<file path="src/rtl/sweeper_pkg.sv">
// Shared types and instruction-layout helpers for the DDS frequency sweeper.
// Instruction word, MSB first: {mode[1:0], num_steps, init_freq, dwell, freq_step}.
package sweeper_pkg;

    typedef enum logic [1:0] {
        IDLE  = 2'd0,
        LOAD  = 2'd1,
        DWELL = 2'd2
    } sweep_state_t;

    // Encoding 3 is reserved and decodes as MODE_UP.
    typedef enum logic [1:0] {
        MODE_UP   = 2'd0,
        MODE_DOWN = 2'd1,
        MODE_TRI  = 2'd2
    } sweep_mode_t;

    function automatic int unsigned instr_width(input int unsigned freq_w,
                                                input int unsigned dwell_w,
                                                input int unsigned steps_w);
        return 2 + steps_w + 2 * freq_w + dwell_w;
    endfunction

    function automatic int unsigned off_dwell(input int unsigned freq_w);
        return freq_w;
    endfunction

    function automatic int unsigned off_init(input int unsigned freq_w,
                                             input int unsigned dwell_w);
        return freq_w + dwell_w;
    endfunction

    function automatic int unsigned off_steps(input int unsigned freq_w,
                                              input int unsigned dwell_w);
        return 2 * freq_w + dwell_w;
    endfunction

    function automatic int unsigned off_mode(input int unsigned freq_w,
                                             input int unsigned dwell_w,
                                             input int unsigned steps_w);
        return 2 * freq_w + dwell_w + steps_w;
    endfunction

endpackage

</file>
<file path="src/rtl/param_frequency_sweeper_if.sv">
// FWFT instruction-FIFO read interface between the FIFO (master) and the sweeper (slave).
interface param_frequency_sweeper_if #(
    parameter int unsigned FREQ_W  = 32,
    parameter int unsigned DWELL_W = 16,
    parameter int unsigned STEPS_W = 16
);
    localparam int unsigned INSTR_W = sweeper_pkg::instr_width(FREQ_W, DWELL_W, STEPS_W);

    logic [INSTR_W-1:0] fifo_data;
    logic               fifo_empty;
    logic               fifo_rd_en;

    modport master (
        output fifo_data,
        output fifo_empty,
        input  fifo_rd_en
    );

    modport slave (
        input  fifo_data,
        input  fifo_empty,
        output fifo_rd_en
    );

endinterface

</file>
<file path="src/rtl/sweep_step_gen.sv">
// Dwell counter and step/direction sequencer: flags when a step's dwell expires and
// whether another step follows, and which direction the next step moves.
module sweep_step_gen
    import sweeper_pkg::*;
#(
    parameter int unsigned DWELL_W = 16,
    parameter int unsigned STEPS_W = 16
) (
    input  logic               clk,
    input  logic               reset,
    input  logic               load,
    input  logic               run,
    input  logic               abort,
    input  logic [1:0]         mode,
    input  logic [STEPS_W-1:0] num_steps,
    input  logic [DWELL_W-1:0] dwell,
    output logic               advance,
    output logic               last,
    output logic               step_down,
    output logic [STEPS_W:0]   step_idx
);

    localparam logic [STEPS_W:0]   SONE = (STEPS_W + 1)'(1);
    localparam logic [DWELL_W-1:0] DONE = DWELL_W'(1);

    logic [DWELL_W-1:0] cnt_q, cnt_d, reload;
    logic [STEPS_W:0]   idx_q, idx_d;
    logic [STEPS_W:0]   n_eff, total, last_idx;
    logic               is_tri, expire;

    always_comb begin
        n_eff    = (num_steps == '0) ? SONE : {1'b0, num_steps};
        is_tri   = (mode == MODE_TRI);
        // Triangle shares the peak between the rising and falling legs.
        total    = is_tri ? ((n_eff << 1) - SONE) : n_eff;
        last_idx = total - SONE;
        reload   = (dwell == '0) ? '0 : (dwell - DONE);

        expire    = run && (cnt_q == '0);
        last      = expire && (idx_q == last_idx);
        advance   = expire && !abort && (idx_q != last_idx);
        step_down = (mode == MODE_DOWN) || (is_tri && (idx_q >= (n_eff - SONE)));

        cnt_d = cnt_q;
        idx_d = idx_q;
        if (load) begin
            cnt_d = reload;
            idx_d = '0;
        end else if (advance) begin
            cnt_d = reload;
            idx_d = idx_q + SONE;
        end else if (run && (cnt_q != '0)) begin
            cnt_d = cnt_q - DONE;
        end
    end

    always_ff @(posedge clk) begin
        if (reset) begin
            cnt_q <= '0;
            idx_q <= '0;
        end else begin
            cnt_q <= cnt_d;
            idx_q <= idx_d;
        end
    end

    assign step_idx = idx_q;

endmodule

</file>
<file path="src/rtl/param_frequency_sweeper.sv">
// Instruction-driven DDS frequency sweeper: pops sweep instructions from an FWFT FIFO and
// steps the tuning word up, down or triangle. Optional SWEEP_LOOP_EN adds loop_en re-run.
module param_frequency_sweeper
    import sweeper_pkg::*;
#(
    parameter int unsigned FREQ_W  = 32,
    parameter int unsigned DWELL_W = 16,
    parameter int unsigned STEPS_W = 16
) (
    input  logic                      clk,
    input  logic                      reset,
    param_frequency_sweeper_if.slave  fifo_if,
    input  logic                      abort,
`ifdef SWEEP_LOOP_EN
    input  logic                      loop_en,
`endif
    output logic [FREQ_W-1:0]         dds_freq,
    output logic                      step_strobe,
    output logic [STEPS_W:0]          step_index,
    output logic                      sweep_start,
    output logic                      sweep_done,
    output logic                      sweep_aborted,
    output logic                      busy
);

    localparam int unsigned INSTR_W   = instr_width(FREQ_W, DWELL_W, STEPS_W);
    localparam int unsigned OFF_DWELL = off_dwell(FREQ_W);
    localparam int unsigned OFF_INIT  = off_init(FREQ_W, DWELL_W);
    localparam int unsigned OFF_STEPS = off_steps(FREQ_W, DWELL_W);
    localparam int unsigned OFF_MODE  = off_mode(FREQ_W, DWELL_W, STEPS_W);

    sweep_state_t       state_q, state_d;
    logic [INSTR_W-1:0] instr_q, instr_d;
    logic [FREQ_W-1:0]  dds_freq_q, dds_freq_d;
    logic               step_strobe_q, step_strobe_d;
    logic               sweep_start_q, sweep_start_d;
    logic               sweep_done_q, sweep_done_d;
    logic               sweep_aborted_q, sweep_aborted_d;
    logic               busy_q, busy_d;

    logic               rd_en, loop_hit;
    logic               gen_load, gen_run, gen_advance, gen_last, gen_down;
    logic [STEPS_W:0]   gen_idx;

    logic [1:0]         f_mode;
    logic [STEPS_W-1:0] f_steps;
    logic [FREQ_W-1:0]  f_init, f_step;
    logic [DWELL_W-1:0] f_dwell;

    assign f_mode  = instr_q[OFF_MODE +: 2];
    assign f_steps = instr_q[OFF_STEPS +: STEPS_W];
    assign f_init  = instr_q[OFF_INIT +: FREQ_W];
    assign f_dwell = instr_q[OFF_DWELL +: DWELL_W];
    assign f_step  = instr_q[0 +: FREQ_W];

`ifdef SWEEP_LOOP_EN
    assign loop_hit = loop_en;
`else
    assign loop_hit = 1'b0;
`endif

    // Pop is combinational so an FWFT word is consumed only while it is actually present.
    assign rd_en    = (state_q == IDLE) && !fifo_if.fifo_empty && !reset;
    assign gen_load = (state_q == LOAD) && !abort;
    assign gen_run  = (state_q == DWELL);

    sweep_step_gen #(
        .DWELL_W (DWELL_W),
        .STEPS_W (STEPS_W)
    ) u_step_gen (
        .clk       (clk),
        .reset     (reset),
        .load      (gen_load),
        .run       (gen_run),
        .abort     (abort),
        .mode      (f_mode),
        .num_steps (f_steps),
        .dwell     (f_dwell),
        .advance   (gen_advance),
        .last      (gen_last),
        .step_down (gen_down),
        .step_idx  (gen_idx)
    );

    always_comb begin
        state_d         = state_q;
        instr_d         = instr_q;
        dds_freq_d      = dds_freq_q;
        step_strobe_d   = 1'b0;
        sweep_start_d   = 1'b0;
        sweep_done_d    = 1'b0;
        sweep_aborted_d = 1'b0;

        unique case (state_q)
            IDLE: begin
                if (rd_en) begin
                    instr_d = fifo_if.fifo_data;
                    state_d = LOAD;
                end
            end
            LOAD: begin
                if (abort) begin
                    sweep_done_d    = 1'b1;
                    sweep_aborted_d = 1'b1;
                    state_d         = IDLE;
                end else begin
                    dds_freq_d    = f_init;
                    step_strobe_d = 1'b1;
                    sweep_start_d = 1'b1;
                    state_d       = DWELL;
                end
            end
            DWELL: begin
                // Abort wins even against a final-step expiry in the same cycle.
                if (abort) begin
                    sweep_done_d    = 1'b1;
                    sweep_aborted_d = 1'b1;
                    state_d         = IDLE;
                end else if (gen_last) begin
                    if (loop_hit) begin
                        state_d = LOAD;
                    end else begin
                        sweep_done_d = 1'b1;
                        state_d      = IDLE;
                    end
                end else if (gen_advance) begin
                    dds_freq_d    = gen_down ? (dds_freq_q - f_step) : (dds_freq_q + f_step);
                    step_strobe_d = 1'b1;
                end
            end
            default: state_d = IDLE;
        endcase

        busy_d = (state_d != IDLE);
    end

    always_ff @(posedge clk) begin
        if (reset) begin
            state_q         <= IDLE;
            instr_q         <= '0;
            dds_freq_q      <= '0;
            step_strobe_q   <= 1'b0;
            sweep_start_q   <= 1'b0;
            sweep_done_q    <= 1'b0;
            sweep_aborted_q <= 1'b0;
            busy_q          <= 1'b0;
        end else begin
            state_q         <= state_d;
            instr_q         <= instr_d;
            dds_freq_q      <= dds_freq_d;
            step_strobe_q   <= step_strobe_d;
            sweep_start_q   <= sweep_start_d;
            sweep_done_q    <= sweep_done_d;
            sweep_aborted_q <= sweep_aborted_d;
            busy_q          <= busy_d;
        end
    end

    assign fifo_if.fifo_rd_en = rd_en;
    assign dds_freq           = dds_freq_q;
    assign step_strobe        = step_strobe_q;
    assign step_index         = gen_idx;
    assign sweep_start        = sweep_start_q;
    assign sweep_done         = sweep_done_q;
    assign sweep_aborted      = sweep_aborted_q;
    assign busy               = busy_q;

endmodule

</file>
<file path="src/flat_wrapper.sv">
// flat-port wrapper written by rule: the top's interface ports become plain ports
module param_frequency_sweeper_flat import sweeper_pkg::*;
#(
    parameter int unsigned FREQ_W  = 32,
    parameter int unsigned DWELL_W = 16,
    parameter int unsigned STEPS_W = 16
)
  (clk, reset, abort, dds_freq, step_strobe, step_index, sweep_start, sweep_done, sweep_aborted, busy, fifo_if_fifo_data, fifo_if_fifo_empty, fifo_if_fifo_rd_en);
  param_frequency_sweeper_if #(.FREQ_W(FREQ_W), .DWELL_W(DWELL_W), .STEPS_W(STEPS_W)) fifo_if_i ();
  input  logic clk;
  input  logic reset;
  input  logic abort;
  output logic [FREQ_W-1:0] dds_freq;
  output logic step_strobe;
  output logic [STEPS_W:0] step_index;
  output logic sweep_start;
  output logic sweep_done;
  output logic sweep_aborted;
  output logic busy;
  input wire logic [$bits(fifo_if_i.fifo_data)-1:0] fifo_if_fifo_data;
  input wire logic [$bits(fifo_if_i.fifo_empty)-1:0] fifo_if_fifo_empty;
  output wire logic [$bits(fifo_if_i.fifo_rd_en)-1:0] fifo_if_fifo_rd_en;
  assign fifo_if_i.fifo_data = fifo_if_fifo_data;
  assign fifo_if_i.fifo_empty = fifo_if_fifo_empty;
  assign fifo_if_fifo_rd_en = fifo_if_i.fifo_rd_en;
  param_frequency_sweeper #(.FREQ_W(FREQ_W), .DWELL_W(DWELL_W), .STEPS_W(STEPS_W)) u_core (.clk(clk), .reset(reset), .fifo_if(fifo_if_i), .abort(abort), .dds_freq(dds_freq), .step_strobe(step_strobe), .step_index(step_index), .sweep_start(sweep_start), .sweep_done(sweep_done), .sweep_aborted(sweep_aborted), .busy(busy));
endmodule
</file>
<file path="config.mk">
export PLATFORM = sky130hd
export DESIGN_NAME = param_frequency_sweeper_flat
export DESIGN_NICKNAME = d
export VERILOG_FILES = /design/src/rtl/sweeper_pkg.sv /design/src/rtl/param_frequency_sweeper_if.sv /design/src/rtl/sweep_step_gen.sv /design/src/rtl/param_frequency_sweeper.sv /design/src/flat_wrapper.sv
export SDC_FILE = /design/constraint.sdc
export NUM_CORES = 1
export LEC_CHECK = 0
export ABC_AREA = 1
export BUFFER_PORTS_ARGS = -buffer_cell sky130_fd_sc_hd__buf_2
export CAP_MARGIN = 5
export CORE_ASPECT_RATIO = 0.7
export CORE_MARGIN = 4
export CORE_UTILIZATION = 35
export DETAILED_ROUTE_END_ITERATION = 12
export PLACE_DENSITY = 0.66
export SLEW_MARGIN = 20
export SYNTH_ARGS = -nofsm -noshare
export SYNTH_HDL_FRONTEND = slang
export SYNTH_SLANG_ARGS = --single-unit
</file>
<file path="constraint.sdc">
create_clock -name clk -period 5.2 [get_ports clk]
set_input_delay 0 -clock clk [delete_from_list [all_inputs] [get_ports clk]]
set_output_delay 0 -clock clk [all_outputs]
set_load 0.01 [all_outputs]
</file>
; ---- Word level (Yosys, flattened, before mapping)
; Cells that the tools add are included.
[totals]
output_inout_bits = 55
input_bits = 102
word_cells = 84
reg_bits = 170
[classes]
magnitude_cmp = 1
eq_ne = 10
muxes = 26
n_reduce_logical = 27
n_bitwise = 2
n_addsub = 8
[ops]
columns = op, count
row1 = 32-bit 2-to-1 mux, 5
row2 = 16-bit 2-to-1 mux, 5
row3 = 32-bit one-hot mux with 2 select lines, 1
row4 = 16-bit logical NOT, 3
row5 = "17-bit by 1-bit subtractor with 17-bit output, second input constant", 2
row6 = 32-bit adder, 1
row7 = "16-bit by 1-bit subtractor with 16-bit output, second input constant", 2
row8 = 32-bit subtractor, 1
row9 = "17-bit by 1-bit adder with 17-bit output, second input constant", 1
row10 = 17-bit equality test, 1
row11 = 17-bit >= comparator, 1
row12 = 17-bit 2-to-1 mux, 1
row13 = 17-bit inequality test, 1
row14 = "16-bit by 1-bit subtractor with 17-bit output, second input constant", 1
row15 = 16-bit nonzero test, 1
row16 = 1-bit logical AND, 9
row17 = 2-bit 2-to-1 mux, 4
row18 = 2-bit OR reduction, 4
row19 = 1-bit 2-to-1 mux, 7
row20 = "2-bit inequality test, second input constant", 3
row21 = 2-bit one-hot mux with 3 select lines, 1
row22 = 5-bit AND reduction, 1
row23 = "2-bit by 1-bit equality test with 1-bit output, second input constant", 2
row24 = "2-bit equality test, second input constant", 2
row25 = 9 further kinds, 14

; ---- Longest topological paths before layout
[logic_depth]
depth_word = 11
mapped_depth = 44
mapped_depth_nobuf = 42

; ---- Modules after synthesis
; Synthesis repeated with hierarchy kept, for this count alone.
[hier_totals]
cells_unflattened = 2119
area_unflattened_um2 = 13022.5
[modules_own_cells]
columns = mod, instances, seq_area_each_um2, cells_each, area_each_um2
row1 = param_frequency_sweeper, 1, 2742.6, 1367, 8622.0
row2 = sweep_step_gen, 1, 660.6, 752, 4400.5

; ---- Worst setup path after synthesis
; No wires, ideal clock.
[synth_path]
path_type = reg2reg
startpoint = register u_core.instr_q[92]
endpoint = register u_core.dds_freq_q[24] (netlist: u_core.dds_freq[24])
path_slack_ns = -0.326
period_less_slack_ns = 5.526
required_ns = 5.085
stages_incl_launch_ff = 42
n_path_buf = 2
arrival_time_ns = 5.412
cell_sequence = dfxtp_1 -> nor2_2 -> nand2_1 -> nor2_1 -> nand2_2 -> buf_6 -> nand2_1 -> inv_1 -> ha_1 -> nand2_2 -> inv_2 -> nand2_1 -> nand2_1 -> nand2_1 -> inv_1 -> ha_1 -> nand2_1 -> nor3_1 -> [6 not listed] -> o21ai_0 -> fa_1 -> inv_1 -> nand3_1 -> nand2_1 -> nand2_1 -> nand2_1 -> a21oi_1 -> or2_2 -> nand2_1 -> a21o_1 -> nand3_1 -> nand2_1 -> nand2_1 -> o21ai_0 -> xnor2_1 -> o21ai_0 -> o21a_1
[synth_via]
elab_chain_cells = 11
[synth_lines]
columns = element, line_no
row1 = "start, declared", param_frequency_sweeper.sv:33  ; logic [INSTR_W-1:0] instr_q, instr_d;
row2 = "start signal, assigned", param_frequency_sweeper.sv:149  ; instr_q <= instr_d;
row3 = 16-bit logical NOT, sweep_step_gen.sv:32  ; n_eff = (num_steps == '0) ? SONE : {1'b0, num_steps};
row4 = 16-bit 2-to-1 mux (*), sweep_step_gen.sv:32
row5 = branches (longest 9 deep; another with 17-bit by 1-bit subtractor with 17-bit output), n/a
row6 = "end signal, assigned", param_frequency_sweeper.sv:150  ; dds_freq_q <= dds_freq_d;
row7 = "end, declared", param_frequency_sweeper.sv:34  ; logic [FREQ_W-1:0] dds_freq_q, dds_freq_d;
; Mark *: on every way between the ends. The select of a mux whose other input is x is not followed.
; A chain may end at the register's enable or synchronous reset.

; ---- Final worst setup path
[layout_path]
startpoint = register u_core.instr_q[83]
endpoint = register u_core.dds_freq_q[30] (netlist: u_core.dds_freq[30])
; Same word-level chain as after synthesis.

==> summary by stage <==
Yosys
The synthesized netlist devotes 6.16% of its cell area to adder and majority cells. The most common cell in the synthesized netlist is nand2_1. The synthesized-area fraction occupied by and/or/nand/nor cells is 32.4%. Dividing the synthesized area by the synthesized cell count gives 6.40 um2. Summed over its instances, the top area cell type makes up 28.1% of the synthesized netlist area.

The number of synthesized flops with an enable pin is 0. Of the total synthesized cell area, the portion taken by XOR and XNOR cells is 6.18%. The main combinational cell family by area after synthesis is simple AND/OR/NAND/NOR gates. The post-synthesis compound-gate area fraction is 16.5%. The largest area contributor in the netlist is dfxtp_1. The most used flip-flop cell after synthesis is dfxtp_1. Multiplexer cells account for 0% of the synthesized area. The net count after synthesis is 2052. After synthesis, the netlist uses 54 different library cells.

The post-synthesis async set-or-reset flop share is 0%. The commonest cells after synthesis are 485 x nand2_1, 244 x inv_1, 170 x dfxtp_1. The sequential share of the synthesized area is 28.1%. Counting every instance in the synthesized netlist gives 1891. The total standard cell area after synthesis is 0.0121 mm2.

Sorting the synthesized cells by area gives the leading types as dfxtp_1 28%, nand2_1 15%, inv_1 7.6%, o21ai_0 6.8%, ha_1 6.0%. Synthesis inferred 170 register bits. Yosys printed 0 warnings.

Clock network
The number of buffers on the longest clock path is 2. After clock tree synthesis, the clock-pin slew on the worst setup and hold paths is 0.07 ns. TritonCTS built the clock tree. The clock insertion delay at the later pin of the skew report is 0.45 ns. In this run the number of H-tree levels came out at 4. The number of CTS-inserted buffers is 17. The number of sinks handled by clock tree synthesis is 170.

The cell chosen for the clock root is clkbuf_16.

Floorplanning
In this run the standard cell core region covers 0.0338 mm2. The height of the chip is 164 um. The chip width is 230 um. The die footprint is 0.0377 mm2. The number of placement rows is 56.

The number of top-level pins is 157. The effective utilization at floorplan is 35.8%.

Worst setup path
The kind of cell with the highest combined delay on the critical path is compound AO/OA/AOI/OAI gates. The data arrival time at the worst-slack endpoint is 5.45 ns. The logic depth of the worst register-to-register path is 33. The slowest stage of the critical path belongs to the cell ha_1. In this run the critical register-to-register path is captured at u_core.dds_freq[30]. The classification of the worst setup path is reg2reg. The start point of the critical path is u_core.instr_q[83].

Of all nets on the critical path, the largest fanout is 6. In this run the worst setup path terminates at u_core.dds_freq[30]. At the worst endpoint, the required time is 5.55 ns. Together, buffers and inverters on the worst path number 6. The register-to-register setup slack is 0.1 ns.

The element type at the critical path end is a register. In this run the critical register-to-register path is launched from u_core.instr_q[83]. The most prevalent standard cell on the critical path is nand2_2. The worst setup path is launched from a register. The critical path's largest stage delay is 0.42 ns. The critical path runs through a total of 33 cells.

Layout
The area growth from synthesis to layout is 39.5%. The share of layout cells above drive strength 1 is 26.0%. Registers take 0.00342 mm2. The net count reported at finish is 2421. Measured on the finished design, the core utilization comes to 50.0%. The count of non-filler cells in the finished layout is 2733. The footprint of the multi-input gates is 0.00833 mm2. The count of antenna diodes in the layout is 0. Summing all non-filler instances in the final layout gives an area of 0.0169 mm2. The filler cell count is 3307.

Global route
The maximum number of pins on one net before global-route repair is 85. For this run, the total global-route usage over all layers was measured as 21.7%. The via count of the first global-routing pass is 12900. After global routing the overflow that remains totals 0. The initial antenna violation count came to 1. The global-route wire length before repair is 66300 um.

Run status
The run finished with clean final reports.

Routing
The via density per instance is 5.00. The number of DRC violations after detailed routing is 0. The mean routed wirelength per cell is 15.6 um. The number of nets with antenna violations after detailed routing is 0. Across all layers, the routed design uses 13700 vias. The total length of routed wires is 42700 um. The number of DRC violations after detailed-routing iteration 0 is 1161. The first detailed-routing pass took 7 iterations.

Pwr
IR analysis of the VDD net gives a maximum drop of 0.218 mV. Power spread over the standard cell area amounts to 292 mW/mm2. For this design the static power due to leakage is 8.30 nW.

Worst hold path
The path class of the tightest hold or removal check is in2reg.

Timing
The worst slew slack as a fraction of its limit is 39.0%. The share of the clock period used by the worst path after layout is 98.1%. The final setup skew is 0.00977 ns.

Setup repair after global routing could not meet its margin everywhere. The maximum clock frequency is 0.196 GHz. Setup violations remaining at the end of the flow were counted as 0. The max-slew violation total from the final report is 0. The minimum clock period after layout is 5.10 ns. The count of final hold-check violations is 0. At the pin with the least slew margin, the transition time is 0.915 ns.

Placed design
In this run the tool buffered the top-level ports with 156 buffer cells. The congestion estimate from routability-driven global placement came to 0.966. Counting tap cells, the placed design contains a total of 2570 instances.

The placed standard-cell area is 0.0141 mm2. The half-perimeter wire length after detailed placement is 30300 um.

Flow run
The max-capacitance violation count is 0.
layout make-up:
type | count | area share [%]
clock inverters | 9 | 0.607
clock buffers | 19 | 2.62
repair buffers | 414 | 18.0
inverters | 257 | 5.79
multi-input cells | 1400 | 49.3
flip-flops and latches | 170 | 20.2
well taps | 464 | 3.44
how the worst min path moves through the flow:
stage / startpoint / end / slack (ns) / depth (start not counted)
3_5_place_dp: fifo_if_fifo_data[51] / u_core.instr_q[51] / 0.22 / 3
2_1_floorplan: fifo_if_fifo_data[14] / u_core.instr_q[14] / 0.14 / 2
3_3_place_gp: fifo_if_fifo_data[34] / u_core.instr_q[34] / 0.22 / 3
5_1_grt: fifo_if_fifo_data[95] / u_core.instr_q[95] / 0.05 / 3
4_1_cts: fifo_if_fifo_data[95] / u_core.instr_q[95] / 0.01 / 3
6_report: abort / u_core.sweep_aborted / 0.04 / 3
sequential cells by signal, summed over array words and instances (netlist names):
signal / cells
u_core.sweep_done: 1
u_core.instr_q: 98
u_core.step_strobe: 1
u_core.busy: 1
u_core.dds_freq: 32
u_core.u_step_gen.step_idx: 17
u_core.state_q: 2
u_core.sweep_start: 1
u_core.sweep_aborted: 1
u_core.u_step_gen.cnt_q: 16
worst reg2reg max path, delay by kind of cell, from the launching register on:
family	cells	cell delay [ns]
buf+inv	6	0.61
xor+xnor	1	0.18
simple gates	14	1.45
compound gates	9	1.51
fa+ha+maj	3	0.93
flops	1	0.35
what timing repair did:
item,4_1_cts,5_1_grt
buffers inserted,9,29
endpoints found under the hold margin,97,0
setup endpoints to repair,25,25
gates resized for setup,43,206
pin swaps,21,106
hold buffers,97,0
cells by family (layout without fill, tap and decap cells):
kind of cell	after synthesis	in the layout
fa+ha+maj	59	59
flops	170	170
buf+inv	321	699
compound gates	371	371
simple gates	887	887
xor+xnor	83	83
cells in the final DEF, fill, tap and decap left out, types with 17 or more instances in the layout:
cell type / n
nand2_1: 442
inv_1: 236
dfxtp_1: 160
buf_2: 156
buf_4: 147
o21ai_0: 146
nor2_1: 142
a21oi_1: 102
dlygate4sd3_1: 97
nand3_1: 86
xor2_1: 47
ha_1: 45
nand2_2: 43
o21ai_1: 38
nand4_1: 33
xnor2_1: 26
a21oi_2: 23
nor3_1: 20
nor2_2: 19
nor2_4: 17
clkbuf_16: 17
per-layer routing:
metal	vias to the layer above	track usage (%)	routed length [um]
met2	442	33.6	18600
met4	2	6.43	920
met1	6308	30.8	20300
met3	66	4.24	2870
met5	-	0	13
li1	6854	-	-
report_power, final:
part	internal (mW)	switching, mW	leakage [nW]
sequential	1.42	0.114	1.40
combinational	0.942	1.20	6.64
clock	0.704	0.553	0.262
total	3.07	1.87	8.30
metrics by stage:
stage / total power, mW / hold WS, ns / TNS, ns / setup slack (ns)
6_report: 4.94 / 0.0436 / 0 / 0.0974
5_1_grt: 5.25 / 0.0470 / -2.86 / -0.231
4_1_cts: 4.63 / 0.0100 / 0 / 0.00553
3_5_place_dp: 3.25 / 0.219 / -5.54 / -0.391
3_3_place_gp: 3.21 / 0.218 / -0.970 / -0.140
2_1_floorplan: 2.66 / 0.135 / 0 / 0.0333
No activity file was read; power rests on OpenSTA's default activity.
